$ cat config.mk
export PLATFORM = sky130hd
export DESIGN_NAME = pru_cmd_sequencer
export DESIGN_NICKNAME = d
export VERILOG_FILES = /design/src/rtl/pru_pkg.sv /design/src/rtl/pru_cmd_fifo.sv /design/src/rtl/pru_cmd_sequencer.sv
export SDC_FILE = /design/constraint.sdc
export NUM_CORES = 1
export LEC_CHECK = 0
export CELL_PAD_IN_SITES_DETAIL_PLACEMENT = 1
export CELL_PAD_IN_SITES_GLOBAL_PLACEMENT = 1
export CORE_UTILIZATION = 50
export DETAILED_ROUTE_END_ITERATION = 12
export GPL_TIMING_DRIVEN = 0
export PLACE_DENSITY_LB_ADDON = 0.1
export SLEW_MARGIN = 20
export SYNTH_ARGS = -nofsm -noshare
export SYNTH_HDL_FRONTEND = slang
export SYNTH_SLANG_ARGS = --single-unit
$ cat constraint.sdc
create_clock -name i_clk -period 14.3 [get_ports i_clk]
set_input_delay 2.86 -clock i_clk [delete_from_list [all_inputs] [get_ports i_clk]]
set_output_delay 2.86 -clock i_clk [all_outputs]
set_load 0.02 [all_outputs]
$ cat src/rtl/pru_pkg.sv
// rtl/pru_pkg.sv - shared types and register offsets for the PRU command sequencer
package pru_pkg;

  // One committed draw command: CMD fields plus the staging snapshot
  typedef struct packed {
    logic [1:0]  shape;
    logic [1:0]  color;
    logic        subtract;
    logic [9:0]  col;
    logic [8:0]  row;
    logic [9:0]  width;
    logic [8:0]  hr;
    logic [31:0] bmap;
  } cmd_t;

  typedef enum logic [1:0] {
    S_IDLE    = 2'd0,
    S_ISSUE   = 2'd1,
    S_WAIT    = 2'd2,
    S_RELEASE = 2'd3
  } seq_state_t;

  // Byte offsets from the register window base
  localparam logic [31:0] OFF_GEOM   = 32'h00;
  localparam logic [31:0] OFF_SIZE   = 32'h04;
  localparam logic [31:0] OFF_CMD    = 32'h08;
  localparam logic [31:0] OFF_PAL_LO = 32'h0C;
  localparam logic [31:0] OFF_PAL_HI = 32'h18;
  localparam logic [31:0] OFF_BMAP   = 32'h1C;
  localparam logic [31:0] OFF_STATUS = 32'h20;

endpackage

$ cat src/rtl/pru_cmd_fifo.sv
// rtl/pru_cmd_fifo.sv - synchronous FIFO of draw commands with push-while-full-and-pop support
module pru_cmd_fifo
  import pru_pkg::*;
#(
  parameter int DEPTH = 8
) (
  input  logic                       i_clk,
  input  logic                       i_rst,
  input  logic                       i_push,
  input  cmd_t                       i_push_data,
  input  logic                       i_pop,
  output cmd_t                       o_rd_data,
  output logic                       o_push_ok,
  output logic                       o_full,
  output logic                       o_empty,
  output logic [$clog2(DEPTH):0]     o_count
);

  localparam int AW = $clog2(DEPTH);
  localparam int PW = AW + 1;

  cmd_t          r_mem [DEPTH];
  logic [PW-1:0] r_wr_ptr;
  logic [PW-1:0] r_rd_ptr;
  logic [PW-1:0] w_count;
  logic          w_pop_ok;

  // Pointers carry one extra wrap bit so full and empty are distinguishable
  assign w_count   = r_wr_ptr - r_rd_ptr;
  assign o_count   = w_count;
  assign o_full    = (w_count == PW'(DEPTH));
  assign o_empty   = (w_count == '0);
  assign w_pop_ok  = i_pop && !o_empty;
  // A pop in the same cycle frees the slot the push is about to fill
  assign o_push_ok = i_push && (!o_full || w_pop_ok);
  assign o_rd_data = r_mem[r_rd_ptr[AW-1:0]];

  // Entry storage; no reset needed since reads are gated by the pointers
  always_ff @(posedge i_clk) begin
    if (o_push_ok) begin
      r_mem[r_wr_ptr[AW-1:0]] <= i_push_data;
    end
  end

  // Read and write pointer advance
  always_ff @(posedge i_clk or posedge i_rst) begin
    if (i_rst) begin
      r_wr_ptr <= '0;
      r_rd_ptr <= '0;
    end else begin
      if (o_push_ok) r_wr_ptr <= r_wr_ptr + 1'b1;
      if (w_pop_ok)  r_rd_ptr <= r_rd_ptr + 1'b1;
    end
  end

endmodule

$ cat src/rtl/pru_cmd_sequencer.sv
// rtl/pru_cmd_sequencer.sv - CPU register front end and command issue FSM for the PRU draw engine
module pru_cmd_sequencer
  import pru_pkg::*;
#(
  parameter int          DEPTH     = 8,
  parameter logic [31:0] BASE_ADDR = 32'h40000100
) (
  input  logic        i_clk,
  input  logic        i_rst,
  input  logic        i_bus_we,
  input  logic        i_bus_re,
  input  logic [31:0] i_bus_addr,
  input  logic [31:0] i_bus_wdata,
  output logic [31:0] o_bus_rdata,
  output logic        o_pru_start,
  output logic [1:0]  o_pru_shape_select,
  output logic [9:0]  o_pru_col,
  output logic [8:0]  o_pru_row,
  output logic [9:0]  o_pru_width,
  output logic [8:0]  o_pru_height_radius,
  output logic [1:0]  o_pru_color,
  output logic        o_pru_subtract,
  output logic [31:0] o_pru_bitmap_addr,
  output logic        o_pru_color_load,
  output logic [31:0] o_pru_addr,
  output logic [31:0] o_pru_data,
  input  logic        i_pru_busy,
  input  logic        i_pru_done,
  output logic        o_irq_idle
);

  localparam int CW = $clog2(DEPTH) + 1;

  logic [31:0]   w_off;
  logic          w_wr_geom, w_wr_size, w_wr_cmd, w_wr_pal, w_wr_bmap, w_wr_stat;
  logic          w_rd_stat;
  cmd_t          w_push_data;
  cmd_t          w_head;
  logic          w_push_ok, w_full, w_empty, w_pop;
  logic [CW-1:0] w_count;
  logic [3:0]    w_cnt4;
  logic [31:0]   w_status;

  logic [9:0]    r_col;
  logic [8:0]    r_row;
  logic [9:0]    r_width;
  logic [8:0]    r_hr;
  logic [31:0]   r_bmap;
  logic          r_overflow;
  seq_state_t    r_state;

  // Address decode relative to the register window
  assign w_off     = i_bus_addr - BASE_ADDR;
  assign w_wr_geom = i_bus_we && (w_off == OFF_GEOM);
  assign w_wr_size = i_bus_we && (w_off == OFF_SIZE);
  assign w_wr_cmd  = i_bus_we && (w_off == OFF_CMD);
  assign w_wr_bmap = i_bus_we && (w_off == OFF_BMAP);
  assign w_wr_stat = i_bus_we && (w_off == OFF_STATUS);
  assign w_rd_stat = i_bus_re && (w_off == OFF_STATUS);
  assign w_wr_pal  = i_bus_we && (w_off >= OFF_PAL_LO) && (w_off <= OFF_PAL_HI) &&
                     (w_off[1:0] == 2'b00);

  // Snapshot of staging registers plus the CMD write fields
  always_comb begin
    w_push_data          = '0;
    w_push_data.shape    = i_bus_wdata[1:0];
    w_push_data.color    = i_bus_wdata[5:4];
    w_push_data.subtract = i_bus_wdata[8];
    w_push_data.col      = r_col;
    w_push_data.row      = r_row;
    w_push_data.width    = r_width;
    w_push_data.hr       = r_hr;
    w_push_data.bmap     = r_bmap;
  end

  assign w_pop = (r_state == S_IDLE) && !w_empty && !i_pru_busy && !i_pru_done;

  pru_cmd_fifo #(.DEPTH(DEPTH)) u_fifo (
    .i_clk       (i_clk),
    .i_rst       (i_rst),
    .i_push      (w_wr_cmd),
    .i_push_data (w_push_data),
    .i_pop       (w_pop),
    .o_rd_data   (w_head),
    .o_push_ok   (w_push_ok),
    .o_full      (w_full),
    .o_empty     (w_empty),
    .o_count     (w_count)
  );

  assign w_cnt4   = 4'(w_count);
  assign w_status = {24'd0, w_cnt4, r_overflow, (r_state != S_IDLE), w_full, w_empty};

  // Staging registers; they survive a commit so repeated draws only rewrite what changes
  always_ff @(posedge i_clk or posedge i_rst) begin
    if (i_rst) begin
      r_col   <= '0;
      r_row   <= '0;
      r_width <= '0;
      r_hr    <= '0;
      r_bmap  <= '0;
    end else begin
      if (w_wr_geom) begin
        r_col <= i_bus_wdata[9:0];
        r_row <= i_bus_wdata[24:16];
      end
      if (w_wr_size) begin
        r_width <= i_bus_wdata[9:0];
        r_hr    <= i_bus_wdata[24:16];
      end
      if (w_wr_bmap) r_bmap <= i_bus_wdata;
    end
  end

  // Sticky overflow on a dropped push; a new drop beats a same-cycle clear
  always_ff @(posedge i_clk or posedge i_rst) begin
    if (i_rst) begin
      r_overflow <= 1'b0;
    end else if (w_wr_cmd && !w_push_ok) begin
      r_overflow <= 1'b1;
    end else if (w_wr_stat && i_bus_wdata[3]) begin
      r_overflow <= 1'b0;
    end
  end

  // Read data and palette forwarding, both registered one cycle after the bus strobe
  always_ff @(posedge i_clk or posedge i_rst) begin
    if (i_rst) begin
      o_bus_rdata      <= '0;
      o_pru_color_load <= 1'b0;
      o_pru_addr       <= '0;
      o_pru_data       <= '0;
    end else begin
      o_bus_rdata      <= w_rd_stat ? w_status : 32'd0;
      o_pru_color_load <= w_wr_pal;
      if (w_wr_pal) begin
        o_pru_addr <= i_bus_addr;
        o_pru_data <= i_bus_wdata;
      end
    end
  end

  // Issue FSM: pop and latch params, raise start, wait for done, then wait for PRU to settle
  always_ff @(posedge i_clk or posedge i_rst) begin
    if (i_rst) begin
      r_state             <= S_IDLE;
      o_pru_start         <= 1'b0;
      o_pru_shape_select  <= '0;
      o_pru_col           <= '0;
      o_pru_row           <= '0;
      o_pru_width         <= '0;
      o_pru_height_radius <= '0;
      o_pru_color         <= '0;
      o_pru_subtract      <= 1'b0;
      o_pru_bitmap_addr   <= '0;
      o_irq_idle          <= 1'b0;
    end else begin
      o_irq_idle <= w_empty && (r_state == S_IDLE);
      case (r_state)
        S_IDLE: begin
          if (w_pop) begin
            o_pru_shape_select  <= w_head.shape;
            o_pru_col           <= w_head.col;
            o_pru_row           <= w_head.row;
            o_pru_width         <= w_head.width;
            o_pru_height_radius <= w_head.hr;
            o_pru_color         <= w_head.color;
            o_pru_subtract      <= w_head.subtract;
            o_pru_bitmap_addr   <= w_head.bmap;
            o_pru_start         <= 1'b1;
            r_state             <= S_ISSUE;
          end
        end
        S_ISSUE: begin
          r_state <= S_WAIT;
        end
        S_WAIT: begin
          if (i_pru_done) begin
            o_pru_start <= 1'b0;
            r_state     <= S_RELEASE;
          end
        end
        S_RELEASE: begin
          if (!i_pru_done && !i_pru_busy) begin
            r_state <= S_IDLE;
          end
        end
        default: r_state <= S_IDLE;
      endcase
    end
  end

endmodule

==> results of run 1 <==
==> cell usage in the layout, fill, tap and decap left out, drive strengths merged, types with 4 or more instances in the layout <==
master and instances:
clkdlybuf4s50 219, clkbuf 168, buf 124, nand3 7, bufinv 7, nor2 94
nor2b 28, ha 8, or3 5, o21ai 4, xnor2 6, mux2 107
mux4 150, nor3 7, xor2 4, clkinvlp 4, clkinv 25, inv 16
edfxtp 600, conb 24, nor4 9, a31oi 76, dfrtp 231, nand2 161
==> state kept, by name, summed over array words and instances, names as in the netlist, 8 cells and up <==
name and count:
u_fifo.r_mem 600, o_pru_col 10, o_pru_bitmap_addr 32, o_pru_height_radius 9
r_hr 9, r_col 10, o_pru_row 9, o_pru_data 32
r_row 9, o_pru_addr 32, r_bmap 32, o_pru_width 10
r_width 10, o_bus_rdata 8
==> final timing paths <==
| path | startpoint | to | slack [ns] | cells after the start |
|---|---|---|---|---|
| min reg2reg | o_pru_addr[8] | o_pru_addr[8] | 0.47 | 1 |
| max in group asynchronous | i_rst | o_pru_subtract | 10.62 | 3 |
| min | o_pru_addr[8] | o_pru_addr[8] | 0.47 | 1 |
| min in group asynchronous | i_rst | r_bmap[26] | 2.74 | 2 |
| max | i_bus_addr[10] | u_fifo.r_mem[1][40] | 7.53 | 14 |
| max reg2reg | u_fifo.r_rd_ptr[1] | u_fifo.r_mem[1][40] | 9.00 | 16 |
==> power groups by stage <==
stage / combinational [mW] / sequential (mW) / clock (mW)
after global routing: 1.37 / 2.79 / 2.24
after CTS: 1.29 / 2.78 / 2.17
final: 1.28 / 2.78 / 2.14
after floorplan: 0.604 / 2.92 / 0
after detailed placement: 1.28 / 2.82 / 0
after global placement: 1.26 / 2.82 / 0
==> layer usage <==
layer  vias up  global-route usage  routed length (um)
met2       565               0.438               40700
met4         0              0.0732                1610
met3        95              0.0417                4830
met5         -                   0                   0
met1      9031               0.352               33000
li1       7155                   -                   -
==> cells by family after synthesis <==
kind of cell,Yosys count
flip-flops,831
AND/OR/NAND/NOR,329
AO/OA/AOI/OAI,92
other,1
adder cells (fa/ha/maj),9
buffers and inverters,120
multiplexers,258
XOR/XNOR,10
==> stage by stage <==
step                      hold WS (ns)  worst slack (ns)  total power, mW  utilization
after global routing             0.494              7.30             6.40        0.620
after detailed placement         0.464              6.79             4.11        0.576
after global placement           0.457             -7.74             4.08        0.561
after floorplan                  0.460              1.27             3.52            -
after CTS                        0.477              7.45             6.24        0.619
final                            0.474              7.53             6.19        0.620
==> layout make-up <==
cell class | count | area (um^2) | area share
Timing Repair Buffer | 294 | 3120 | 0.0815
Sequential cell | 831 | 23800 | 0.621
Inverter | 13 | 56.3 | 0.00147
Clock inverter | 39 | 382 | 0.00996
Buffer | 107 | 541 | 0.0141
Multi-Input combinational cell | 722 | 7090 | 0.185
Clock buffer | 110 | 2280 | 0.0595
Tap cell | 837 | 1050 | 0.0273
==> impl_metrics.csv, run 1 <==
group,metric,value,unit
routing,via_per_inst,5.70,
setup_path,crit_type,"in -> reg",
logic_synthesis,yosys.area.top_type_share,0.575,
logic_synthesis,synth_top_area_cell,"edfxtp_1",
placement,dp.cells,2802,
logic_synthesis,syn_inst,1650,
power_and_ir_drop,switching_share,0.285,
logic_synthesis,synth-seq-cells,831,
setup_path,worst-path-buf-inv,8,
timing,tightest_slew,1.27,ns
grt,grt_pass1_vias,18200,
grt,grt_max_degree,90,
power_and_ir_drop,p_leak,15.1,nW
timing,post-route-period-util,0.473,
clocking,htree_levels,3,
power_and_ir_drop,peakVddDrop,0.000110,V
logic_synthesis,synthDistinctLibCells,58,
clocking,holdBufCountCts,0,
timing,setup_viol,0,
routing,drc_errors,0,
timing,max_freq,148,MHz
logic_synthesis,synth-edff-count,600,
timing,timing.slew.headroom,0.140,
grt,gr-usage-all-layers,0.259,
logic_synthesis,ys_async_sr_fraction,0.278,
timing,finalMaxSlewViolations,0,
placement,numPortBuffers,219,
power_and_ir_drop,p_int,4.43,mW
final_layout,diodes,0,
clocking,cts-root-buf,"clkbuf_16",
floorplanning,placementRows,91,
setup_path,cpMaxStageDelayCell,"or4_1",
clocking,clk_pin_slew_worst_paths,0.06,ns
logic_synthesis,yosys.area_share.simple,0.0472,
logic_synthesis,synthXorXnorAreaFrac,0.00279,
timing,fin_crit,6.77,ns
routing,vias,16800,
logic_synthesis,synth_compound_area_frac,0.0202,
grt,grt_pass1_wl,118000,um
logic_synthesis,syn_area,31300,um^2
routing,antenna_left,0,
floorplanning,fp.dieW,252,um
logic_synthesis,synthAdderAreaFrac,0.00383,
final_layout,instances_no_fill,2953,
logic_synthesis,synthMuxAreaShare,0.148,
logic_synthesis,syn-mean-instance-area,19.0,um^2
setup_path,crit_top_cell,"buf_2",
setup_path,cp-end-kind,"register",
logic_synthesis,yosysMostFrequentCell,"edfxtp_1",
setup_path,max_stage_delay,0.55,ns
power_and_ir_drop,p_per_area,162,nW/um^2
routing,wl_per_cell,27.1,um
final_layout,fillers,5345,
logic_synthesis,ys_dominant_reg_cell,"edfxtp_1",
timing,fin_setup_tns,0,ns
grt,antenna_found_initial,4,
routing,dr.first_iter.drc_count,1129,
placement,postPlaceCellArea,35600,um^2
placement,dp_hpwl,52500,um
setup_path,critPathLaunchType,"input pin",
clocking,cts_sinks,831,
power_and_ir_drop,seq_power_share,0.449,
final_layout,area_growth,22.3,%
floorplanning,start_util,0.507,
clocking,numCtsBuffers,82,
placement,gp_congestion,0.721,
clocking,cts_buffer_depth,3,
timing,finalHoldViolCount,0,
clocking,cts_tree,"done",
setup_path,required,14.62,ns
logic_synthesis,synth_top_family_by_area,"multiplexers",
setup_path,path_max_fanout,6,
setup_path,cp_data_arrival_time,7.08,ns
logic_synthesis,synthTopCellsByArea,"edfxtp_1 (57%), dfrtp_1 (18%), mux4_2 (11%), mux2_2 (3.4%), nand2_1 (1.9%)",
clocking,clk_latency,0.62,ns
logic_synthesis,synthTopCellsByCount,"edfxtp_1 (600), dfrtp_1 (231), nand2_1 (161)",
routing,routed_wl,80100,um
power_and_ir_drop,switchingPower,1.76,mW
grt,grt.overflow.total,0,
outcome,status,"finished, final reports clean",
clocking,postCtsSetupBuffers,0,
timing,rsz0062_at_grt,"false",
routing,first_pass_iters,5,
setup_path,critPathTopFamily,"simple AND/OR/NAND/NOR gates",
worst_hold_path,hold_class,"reg -> reg",
logic_synthesis,yosysSeqAreaShare,0.759,
run,maxCapViolations,0,
floorplanning,die_area,63700,um^2
floorplanning,coreArea,61800,um^2
final_layout,stdcell_area,38300,um^2
logic_synthesis,yosysWarnings,0,
timing,clock_skew,0.0181,ns
floorplanning,ios,244,
power_and_ir_drop,p_comb_frac,0.206,
setup_path,crit_chain,"clkdlybuf4s50_1 > or4_1 > or3_1 > buf_6 > o41ai_4 > and4b_1 > nand4bb_1 > nor4b_2 > buf_2 > buf_2 > buf_2 > buf_2 > buf_4 > buf_2",
final_layout,layout-drive-gt1-share,0.242,
power_and_ir_drop,p_clk_frac,0.345,
floorplanning,die_y,252,um
clocking,cts.repair.resized,0,
final_layout,final_nets,2130,
Power figures use the tool's default switching activity.
==> run 2: changes to the inputs <==
--- a/config.mk
+++ b/config.mk
@@ -7,7 +7,7 @@
 export LEC_CHECK = 0
 export CELL_PAD_IN_SITES_DETAIL_PLACEMENT = 1
 export CELL_PAD_IN_SITES_GLOBAL_PLACEMENT = 1
-export CORE_UTILIZATION = 50
+export CORE_UTILIZATION = 45
 export DETAILED_ROUTE_END_ITERATION = 12
 export GPL_TIMING_DRIVEN = 0
 export PLACE_DENSITY_LB_ADDON = 0.1
==> constraint.sdc (replaced) <==
create_clock -name i_clk -period 5.9 [get_ports i_clk]
set_input_delay 1.18 -clock i_clk [delete_from_list [all_inputs] [get_ports i_clk]]
set_output_delay 1.18 -clock i_clk [all_outputs]
set_load 0.02 [all_outputs]
==> impl_metrics.csv, run 2 (same netlist as run 1, synthesis figures left out) <==
group,metric,value,unit
outcome,status,"finished, final reports clean",
routing,dr.first_iter.drc_count,1271,
grt,grt_pass1_vias,17900,
timing,finalMaxSlewViolations,0,
timing,fin_crit,5.34,ns
power_and_ir_drop,p_per_area,392,nW/um^2
grt,antenna_found_initial,11,
clocking,cts_buffer_depth,3,
clocking,clk_pin_slew_worst_paths,0.06,ns
timing,timing.slew.headroom,0.288,
placement,postPlaceCellArea,36000,um^2
routing,vias,16700,
clocking,cts_sinks,831,
placement,numPortBuffers,219,
power_and_ir_drop,p_leak,15.3,nW
placement,gp_congestion,0.731,
placement,dp_hpwl,53300,um
clocking,postCtsSetupBuffers,0,
timing,finalHoldViolCount,0,
grt,grt_max_degree,34,
power_and_ir_drop,power.total,15.2,mW
timing,setup_viol,0,
floorplanning,coreArea,68700,um^2
setup_path,required,6.22,ns
run,maxCapViolations,0,
setup_path,cp_data_arrival_time,5.66,ns
clocking,cts.repair.resized,0,
final_layout,stdcell_area,38800,um^2
clocking,cts_tree,"done",
timing,post-route-period-util,0.905,
clocking,htree_levels,3,
setup_path,cp-end-kind,"register",
worst_hold_path,hold_depth,1,
floorplanning,fp.dieW,266,um
setup_path,crit_type,"reg -> reg",
clocking,numCtsBuffers,86,
final_layout,area_growth,23.9,%
clocking,holdBufCountCts,0,
timing,rsz0062_at_grt,"false",
grt,gr-usage-all-layers,0.231,
routing,wl_per_cell,26.2,um
clocking,clk_latency,0.63,ns
final_layout,layout_common_cells,"edfxtp_1 (600), dfrtp_1 (231), clkdlybuf4s50_1 (219)",
power_and_ir_drop,peakVddDrop,0.000211,V
floorplanning,die_area,70700,um^2
setup_path,critPathLaunchType,"register",
final_layout,largest_reg_flops,600,
timing,max_freq,187,MHz
routing,via_per_inst,5.47,
routing,routed_wl,79800,um
timing,clock_skew,0.0280,ns
grt,grt.overflow.total,0,
floorplanning,die_y,266,um
clocking,cts-root-buf,"clkbuf_16",
routing,first_pass_iters,5,
floorplanning,placementRows,96,
timing,tightest_slew,1.05,ns
routing,drc_errors,0,
worst_hold_path,hold_class,"reg -> reg",
setup_path,path_max_fanout,11,
floorplanning,start_util,0.456,
setup_path,ff2ff_path_depth,14,
final_layout,final_common_cell,"edfxtp_1",
final_layout,layout-drive-gt1-share,0.239,
routing,antenna_left,0,
timing,fin_setup_tns,0,ns
grt,grt_pass1_wl,119000,um
floorplanning,ios,244,
final_layout,final_nets,2122,
-- run 2: cell type report --
type | instances | area [um^2]
Sequential cell | 831 | 23800
Timing Repair Buffer | 282 | 3340
Fill cell | 6136 | 29900
Clock buffer | 127 | 2470
Tap cell | 931 | 1160
Antenna cell | 4 | 10.0
Clock inverter | 33 | 333
Inverter | 13 | 52.6
Buffer | 107 | 543
Multi-Input combinational cell | 722 | 7130
-- run 2: through the flow --
step                      setup WS, ns   util  hold slack (ns)  cells
after floorplan                 -0.747      -            0.460   1673
after global placement           -5.15  0.507            0.457   2823
after global routing             0.280  0.565            0.487   3046
after CTS                        0.569  0.565            0.483   3046
after detailed placement         0.224  0.524            0.467   2886
final                            0.561  0.565            0.477   3050
-- run 2: power by group --
| group | leakage, nW | switching, mW | internal, mW | total (mW) |
|---|---|---|---|---|
| registers | 9.86 | 0.242 | 6.49 | 6.73 |
| logic | 4.01 | 1.87 | 1.23 | 3.09 |
| clock network | 1.37 | 2.24 | 3.17 | 5.40 |
| total | 15.3 | 4.34 | 10.9 | 15.2 |
-- run 2: layer usage --
metal | vias to the layer above | part of all wire | track usage
met1 | 8938 | 0.42 | 0.318
met3 | 95 | 0.060 | 0.0429
li1 | 7158 | - | -
met5 | - | 0 | 0
met2 | 485 | 0.50 | 0.385
met4 | 0 | 0.017 | 0.0534
-- run 2: path summary, 6_finish.rpt --
path | start | to | slack [ns]
max | u_fifo.r_rd_ptr[1] | u_fifo.r_mem[1][42] | 0.56
min | o_pru_addr[8] | o_pru_addr[8] | 0.48
max reg2reg | u_fifo.r_rd_ptr[1] | u_fifo.r_mem[1][42] | 0.56
min reg2reg | o_pru_addr[8] | o_pru_addr[8] | 0.48
max in group asynchronous | i_rst | o_pru_bitmap_addr[26] | 3.82
min in group asynchronous | i_rst | o_pru_addr[29] | 1.02
-- run 2: critical path, stage by stage, from the launching register on --
cell,delay (ns)
dfrtp_1,0.39
clkbuf_1,0.22
inv_2,0.17
clkbuf_1,0.67
ha_1,0.36
nor2b_1,0.13
o21a_1,0.17
o21ai_0,0.34
a21oi_1,0.26
nand4bb_1,0.56
nor4b_4,0.89
buf_4,0.34
buf_6,0.20
buf_6,0.18
buf_6,0.15
==> run 3: changes to the inputs <==
--- a/config.mk
+++ b/config.mk
@@ -9,6 +9,7 @@
 export CELL_PAD_IN_SITES_GLOBAL_PLACEMENT = 1
 export CORE_UTILIZATION = 45
 export DETAILED_ROUTE_END_ITERATION = 12
+export GPL_ROUTABILITY_DRIVEN = 0
 export GPL_TIMING_DRIVEN = 0
 export PLACE_DENSITY_LB_ADDON = 0.1
 export SLEW_MARGIN = 20
==> results of run 3 <==
The final DEF is identical to that of run 2; final timing and power are the same.
==> variant 1: new RTL, flow settings as in run 3 <==
The output `o_bus_rdata` loses its register stage (`o_bus_rdata` becomes a continuous assignment).
--- a/src/rtl/pru_cmd_sequencer.sv
+++ b/src/rtl/pru_cmd_sequencer.sv
@@ -128,3 +128,2 @@
     if (i_rst) begin
-      o_bus_rdata      <= '0;
       o_pru_color_load <= 1'b0;
@@ -133,3 +132,2 @@
     end else begin
-      o_bus_rdata      <= w_rd_stat ? w_status : 32'd0;
       o_pru_color_load <= w_wr_pal;
@@ -141,2 +139,4 @@
   end
+
+  assign o_bus_rdata = w_rd_stat ? w_status : 32'd0;
 
Check against the original RTL: not equivalent (Yosys sat finds a counterexample within 4 cycles, from zero or initial values and one cycle with i_rst high).
==> variant 1 against run 3 <==
  * Total power fell by 0.16%
  * Wire length grew 0.94%
  * Final area decreased by 1.5%
  * Final cell count shrank 0.95%
  * Non-clock buffer count decreased by 12
  * Sequential cell count down 8
  * Worst setup slack lost 0.26 ns
  * Clock skew shrank 0.0020 ns
  * Synthesized area is 0.55% lower
  * Largest power group unchanged
==> variant 1: results (changes against run 3) <==
| Metric | Value |
|---|---|
| Run status | `finished clean` |
| XOR/XNOR Fraction of Synth Area | `0.253% (-0.027 points)` |
| Crit path DAT | `4.41 ns (-1.25 ns)` |
| Gate Count Post-Synth | `1636 (-0.85%)` |
| Placed instance area | `0.0354 mm2 (-1.8%)` |
| Fillers | `6095 (-0.67%)` |
| Max stage delay on crit path | `0.68 ns (-0.21 ns)` |
| First-pass GRT wire length | `119000 um (+0.55%)` |
| Largest net degree at the start of global routing | `33 (-2.9%)` |
| Vias in the first global route | `18017 (+0.43%)` |
| Pre-CTS setup slack | `0.334 ns (+0.110 ns)` |
| Leak | `15.1 nW (-1.2%)` |
| Synth area leaders | `edfxtp_1 (58%), dfrtp_1 (18%), mux4_2 (11%)` |
| Measured slew at the worst slew-check pin | `1.15 ns (+0.0967 ns)` |
| Layout cell share with drive strength beyond 1 | `23.3% (-0.53 points)` |
| Final HPWL DP | `51500 um (-3.2%)` |
| CTS buffer count | `87 (+1.2%)` |
| Post-synth ARST share | `27.1% (-0.70 points)` |
| Number of library cell types mapped by synthesis | `53 (-8.6%)` |
| Placed insts | `2858 (-0.97%)` |
| Via count | `16632 (-0.26%)` |
| Drt total wl | `80500 um (+0.94%)` |
| Commonest cells in the netlist | `edfxtp_1 (600), dfrtp_1 (223), nand2_1 (161)` |
| GR Util All Layers | `23.4% (+0.29 points)` |
| Worst Skew | `0.0260 ns (-0.00197 ns)` |
| Clock Path Buffers | `3 (unchanged)` |
| Total iterations of the first detailed-routing run | `5 (unchanged)` |
| Largest fanout on the critical path | `10 (-1)` |
| Adder-cell area share of the yosys netlist | `0.385% (+0.0021 points)` |
| Peak VDD IR | `0.000210 V (about the same)` |
| Seq/Total Area, Yosys | `75.7% (-0.22 points)` |
| Post-synthesis mux area share | `15.1% (+0.30 points)` |
| Initial antenna violation count | `5 (-6)` |
| Ant diodes | `0 (-4)` |
| NumNets Final | `2096 (-1.2%)` |
| Routed len/inst | `26.7 um (+1.9%)` |
[variant 1: path summary, 6_finish.rpt]
kind / from / to / cells after the start / slack, ns
setup / recovery: u_fifo.r_rd_ptr[2]$_DFFE_PP0P_ / o_bus_rdata[0] / 9 / 0.31
hold / removal: o_pru_addr[30]$_DFFE_PP0P_ / o_pru_addr[30]$_DFFE_PP0P_ / 1 / 0.47
setup reg to reg: u_fifo.r_rd_ptr[2]$_DFFE_PP0P_ / u_fifo.r_mem[4][52]$_DFFE_PP_ / 12 / 0.83
hold reg to reg: o_pru_addr[30]$_DFFE_PP0P_ / o_pru_addr[30]$_DFFE_PP0P_ / 1 / 0.47
max in group asynchronous: i_rst / o_pru_data[23]$_DFFE_PP0P_ / 6 / 3.66
min in group asynchronous: i_rst / o_pru_data[17]$_DFFE_PP0P_ / 2 / 0.99
[variant 1: layout make-up]
| class | count | area (um2) | share of cell area [%] |
|---|---|---|---|
| clock buffer | 127 | 2470 | 6.46 |
| sequential | 823 | 23600 | 61.7 |
| timing repair buffer | 269 | 2910 | 7.61 |
| inverter | 10 | 41.3 | 0.108 |
| multi-input combinational | 718 | 7140 | 18.7 |
| tap | 931 | 1160 | 3.05 |
| clock inverter | 35 | 363 | 0.949 |
| buffer | 108 | 544 | 1.42 |
[variant 1: report_power, final]
| part | internal (mW) | leakage [nW] | switching [mW] |
|---|---|---|---|
| logic | 1.23 | 3.93 | 1.88 |
| registers | 6.43 | 9.76 | 0.261 |
| clock network | 3.14 | 1.38 | 2.26 |
| total | 10.8 | 15.1 | 4.40 |
[variant 1: per-layer routing]
metal	up-vias	GRT usage [%]	wire, um
li1	7099	-	-
met1	8935	32.8	35100
met2	497	38.2	39400
met3	101	4.00	4380
met4	0	6.36	1640
met5	-	0	0
==> variant 2: new RTL, flow settings as in run 3 <==
Made on the original files. `DEPTH` is set to 8 in 2 places; all go to 4.
--- a/src/rtl/pru_cmd_fifo.sv
+++ b/src/rtl/pru_cmd_fifo.sv
@@ -4,3 +4,3 @@
 #(
-  parameter int DEPTH = 8
+  parameter int DEPTH = 4
 ) (
--- a/src/rtl/pru_cmd_sequencer.sv
+++ b/src/rtl/pru_cmd_sequencer.sv
@@ -4,3 +4,3 @@
 #(
-  parameter int          DEPTH     = 8,
+  parameter int          DEPTH     = 4,
   parameter logic [31:0] BASE_ADDR = 32'h40000100
Behaviour: not the same (a bounded check fails within 10 cycles, from zero or initial values and one cycle with i_rst high).
==> variant 2 against run 3 <==
  * Total power down 35%
  * Synthesized cell count down 40%
  * Wire length down 45%
  * Largest cell class unchanged
  * Synthesized area down 37%
  * Final area down 36%
  * Sequential cell count down 303
  * Worst setup slack better by 0.73 ns
  * Critical path depth down 6
  * Via count down 41%
==> variant 2: results (changes against run 3) <==
| Metric | Value |
|---|---|
| Leak | `10.5 nW (-31%)` |
| Crit path max-delay family | `simple AND/OR/NAND/NOR gates` |
| GR Util All Layers | `20.5% (-2.7 points)` |
| First-pass GRT wire length | `67100 um (-43%)` |
| Met3 WL | `3120 um (-34%)` |
| Largest fanout on the critical path | `39 (+28)` |
| Seq/Total Area, Yosys | `74.5% (-1.4 points)` |
| Ys Warns | `0 (unchanged)` |
| Initial DRC count | `471 (-63%)` |
| M2 GR Usage | `34.5% (-4.0 points)` |
| Final HPWL DP | `29200 um (-45%)` |
| Crit path DAT | `4.87 ns (-0.79 ns)` |
| Initial antenna violation count | `1 (-10)` |
| Synth area leaders | `edfxtp_1 (46%), dfrtp_1 (29%), mux2_2 (10%)` |
| Max stage delay cell, worst path | `and2_4` |
| Placed instance area | `0.0231 mm2 (-36%)` |
| Vias in the first global route | `10866 (-39%)` |
| Post-synth EDFFs | `300 (-50%)` |
| Cells resized by post-CTS repair | `0 (unchanged)` |
| Top FF cell, synth | `edfxtp_1` |
| Post-CTS setup buffer count | `0 (unchanged)` |
| Ant diodes | `0 (-4)` |
| Largest net degree at the start of global routing | `45 (+32%)` |
| Clk root buf | `clkbuf_16` |
| CTS H-Tree Depth | `2 (-1)` |
| Via count | `9869 (-41%)` |
| Post-synth ARST share | `43.2% (+15 points)` |
| Routed len/inst | `22.7 um (-13%)` |
| Number of port buffers | `218 (-0.46%)` |
| Measured slew at the worst slew-check pin | `1.05 ns (-0.00507 ns)` |
| Clock slew at reported path FFs | `0.06 ns (about the same)` |
| Commonest cells in the netlist | `edfxtp_1 (300), dfrtp_1 (228), mux2_2 (182)` |
| NumNets Final | `1383 (-35%)` |
| Peak VDD IR | `0.000227 V (+7.6%)` |
| Max FFs per register | `300 (-50%)` |
| Clk_lat worst skew | `0.58 ns (-0.05 ns)` |
| Routed length on met2 | `22200 um (-45%)` |
| Fillers | `3910 (-36%)` |
| CTS buffer count | `54 (-37%)` |
| GR Layer Usage met3 | `5.62% (+1.3 points)` |
| Hold Path Class | `flop to flop` |
| M1 GR Usage | `26.3% (-5.5 points)` |
| Number of library cell types mapped by synthesis | `45 (-22%)` |
| Met1 WL | `17900 um (-47%)` |
| Total iterations of the first detailed-routing run | `5 (unchanged)` |
| Clock Path Buffers | `3 (unchanged)` |
| Run status | `finished clean` |
| Worst Skew | `0.00896 ns (-0.0190 ns)` |
| Max stage delay on crit path | `0.71 ns (-0.18 ns)` |
| Layout cell share with drive strength beyond 1 | `30.3% (+6.4 points)` |
| Highest metal used | `met5` |
## variant 2: changes by cell type after synthesis, sizes merged, moves of 75 or more
cell,run 3,this run
edfxtp,600,300
nand2,161,4
nor2,94,14
a31oi,76,0
mux2,107,183
mux4,150,75
## variant 2: path summary, 6_finish.rpt
check / startpoint / end / slack, ns / cells past startpoint
worst max register to register: u_fifo.r_rd_ptr[1]$_DFFE_PP0P_ / o_pru_bitmap_addr[16]$_DFFE_PP0P_ / 1.83 / 8
max in group asynchronous: i_rst / o_pru_row[6]$_DFFE_PP0P_ / 3.83 / 5
worst max-delay path: i_bus_addr[12] / u_fifo.r_mem[1][52]$_DFFE_PP_ / 1.29 / 8
worst min register to register: o_pru_addr[30]$_DFFE_PP0P_ / o_pru_addr[30]$_DFFE_PP0P_ / 0.48 / 1
min in group asynchronous: i_rst / o_pru_addr[24]$_DFFE_PP0P_ / 1.02 / 2
worst min-delay path: o_pru_addr[30]$_DFFE_PP0P_ / o_pru_addr[30]$_DFFE_PP0P_ / 0.48 / 1
## variant 2: cell families (layout without fill, tap and decap cells)
family                     count (synthesis)  count (layout)  synth area share (%)
xor gates and xnor gates                   6               6                 0.266
other                                      1              25                0.0190
and+or+nand+nor                           87              87                  2.78
muxes                                    260             260                  19.1
DFF                                      528             528                  74.5
buffers and inverters                     77             418                  2.11
AOI/OAI and AO/OA                         14              14                 0.558
adders and majority gates                 10              10                 0.672
## variant 2: power breakdown
| part | total (mW) | leakage, nW | internal, mW | switching [mW] |
|---|---|---|---|---|
| Clock | 3.49 | 0.906 | 2.12 | 1.37 |
| Combinational | 2.08 | 3.12 | 1.02 | 1.06 |
| Sequential | 4.36 | 6.44 | 4.16 | 0.194 |
## variant 2: cell type report
| type | instances | area, um2 | share of cell area, % |
|---|---|---|---|
| plain buffers | 64 | 368 | 1.47 |
| clock buffers | 83 | 1600 | 6.41 |
| clock inverters | 18 | 239 | 0.957 |
| inverters | 13 | 52.6 | 0.210 |
| multi-input cells | 402 | 4730 | 18.9 |
| flip-flops and latches | 528 | 14700 | 58.9 |
| well taps | 585 | 732 | 2.93 |
| repair buffers | 240 | 2550 | 10.2 |
## variant 2: metrics by stage
| stage | setup slack (ns) | power, mW | TNS (ns) | std cells | util [%] |
|---|---|---|---|---|---|
| after floorplan | 0.501 | 5.58 | 0 | 1007 | - |
| after global routing | 1.04 | 10.3 | 0 | 1933 | 57.9 |
| final | 1.29 | 9.93 | 0 | 1933 | 57.9 |
| after global placement | -2.42 | 6.52 | -669.74 | 1810 | 52.7 |
| after detailed placement | 0.663 | 6.57 | 0 | 1832 | 53.6 |
| after CTS | 1.27 | 10.1 | 0 | 1933 | 57.9 |
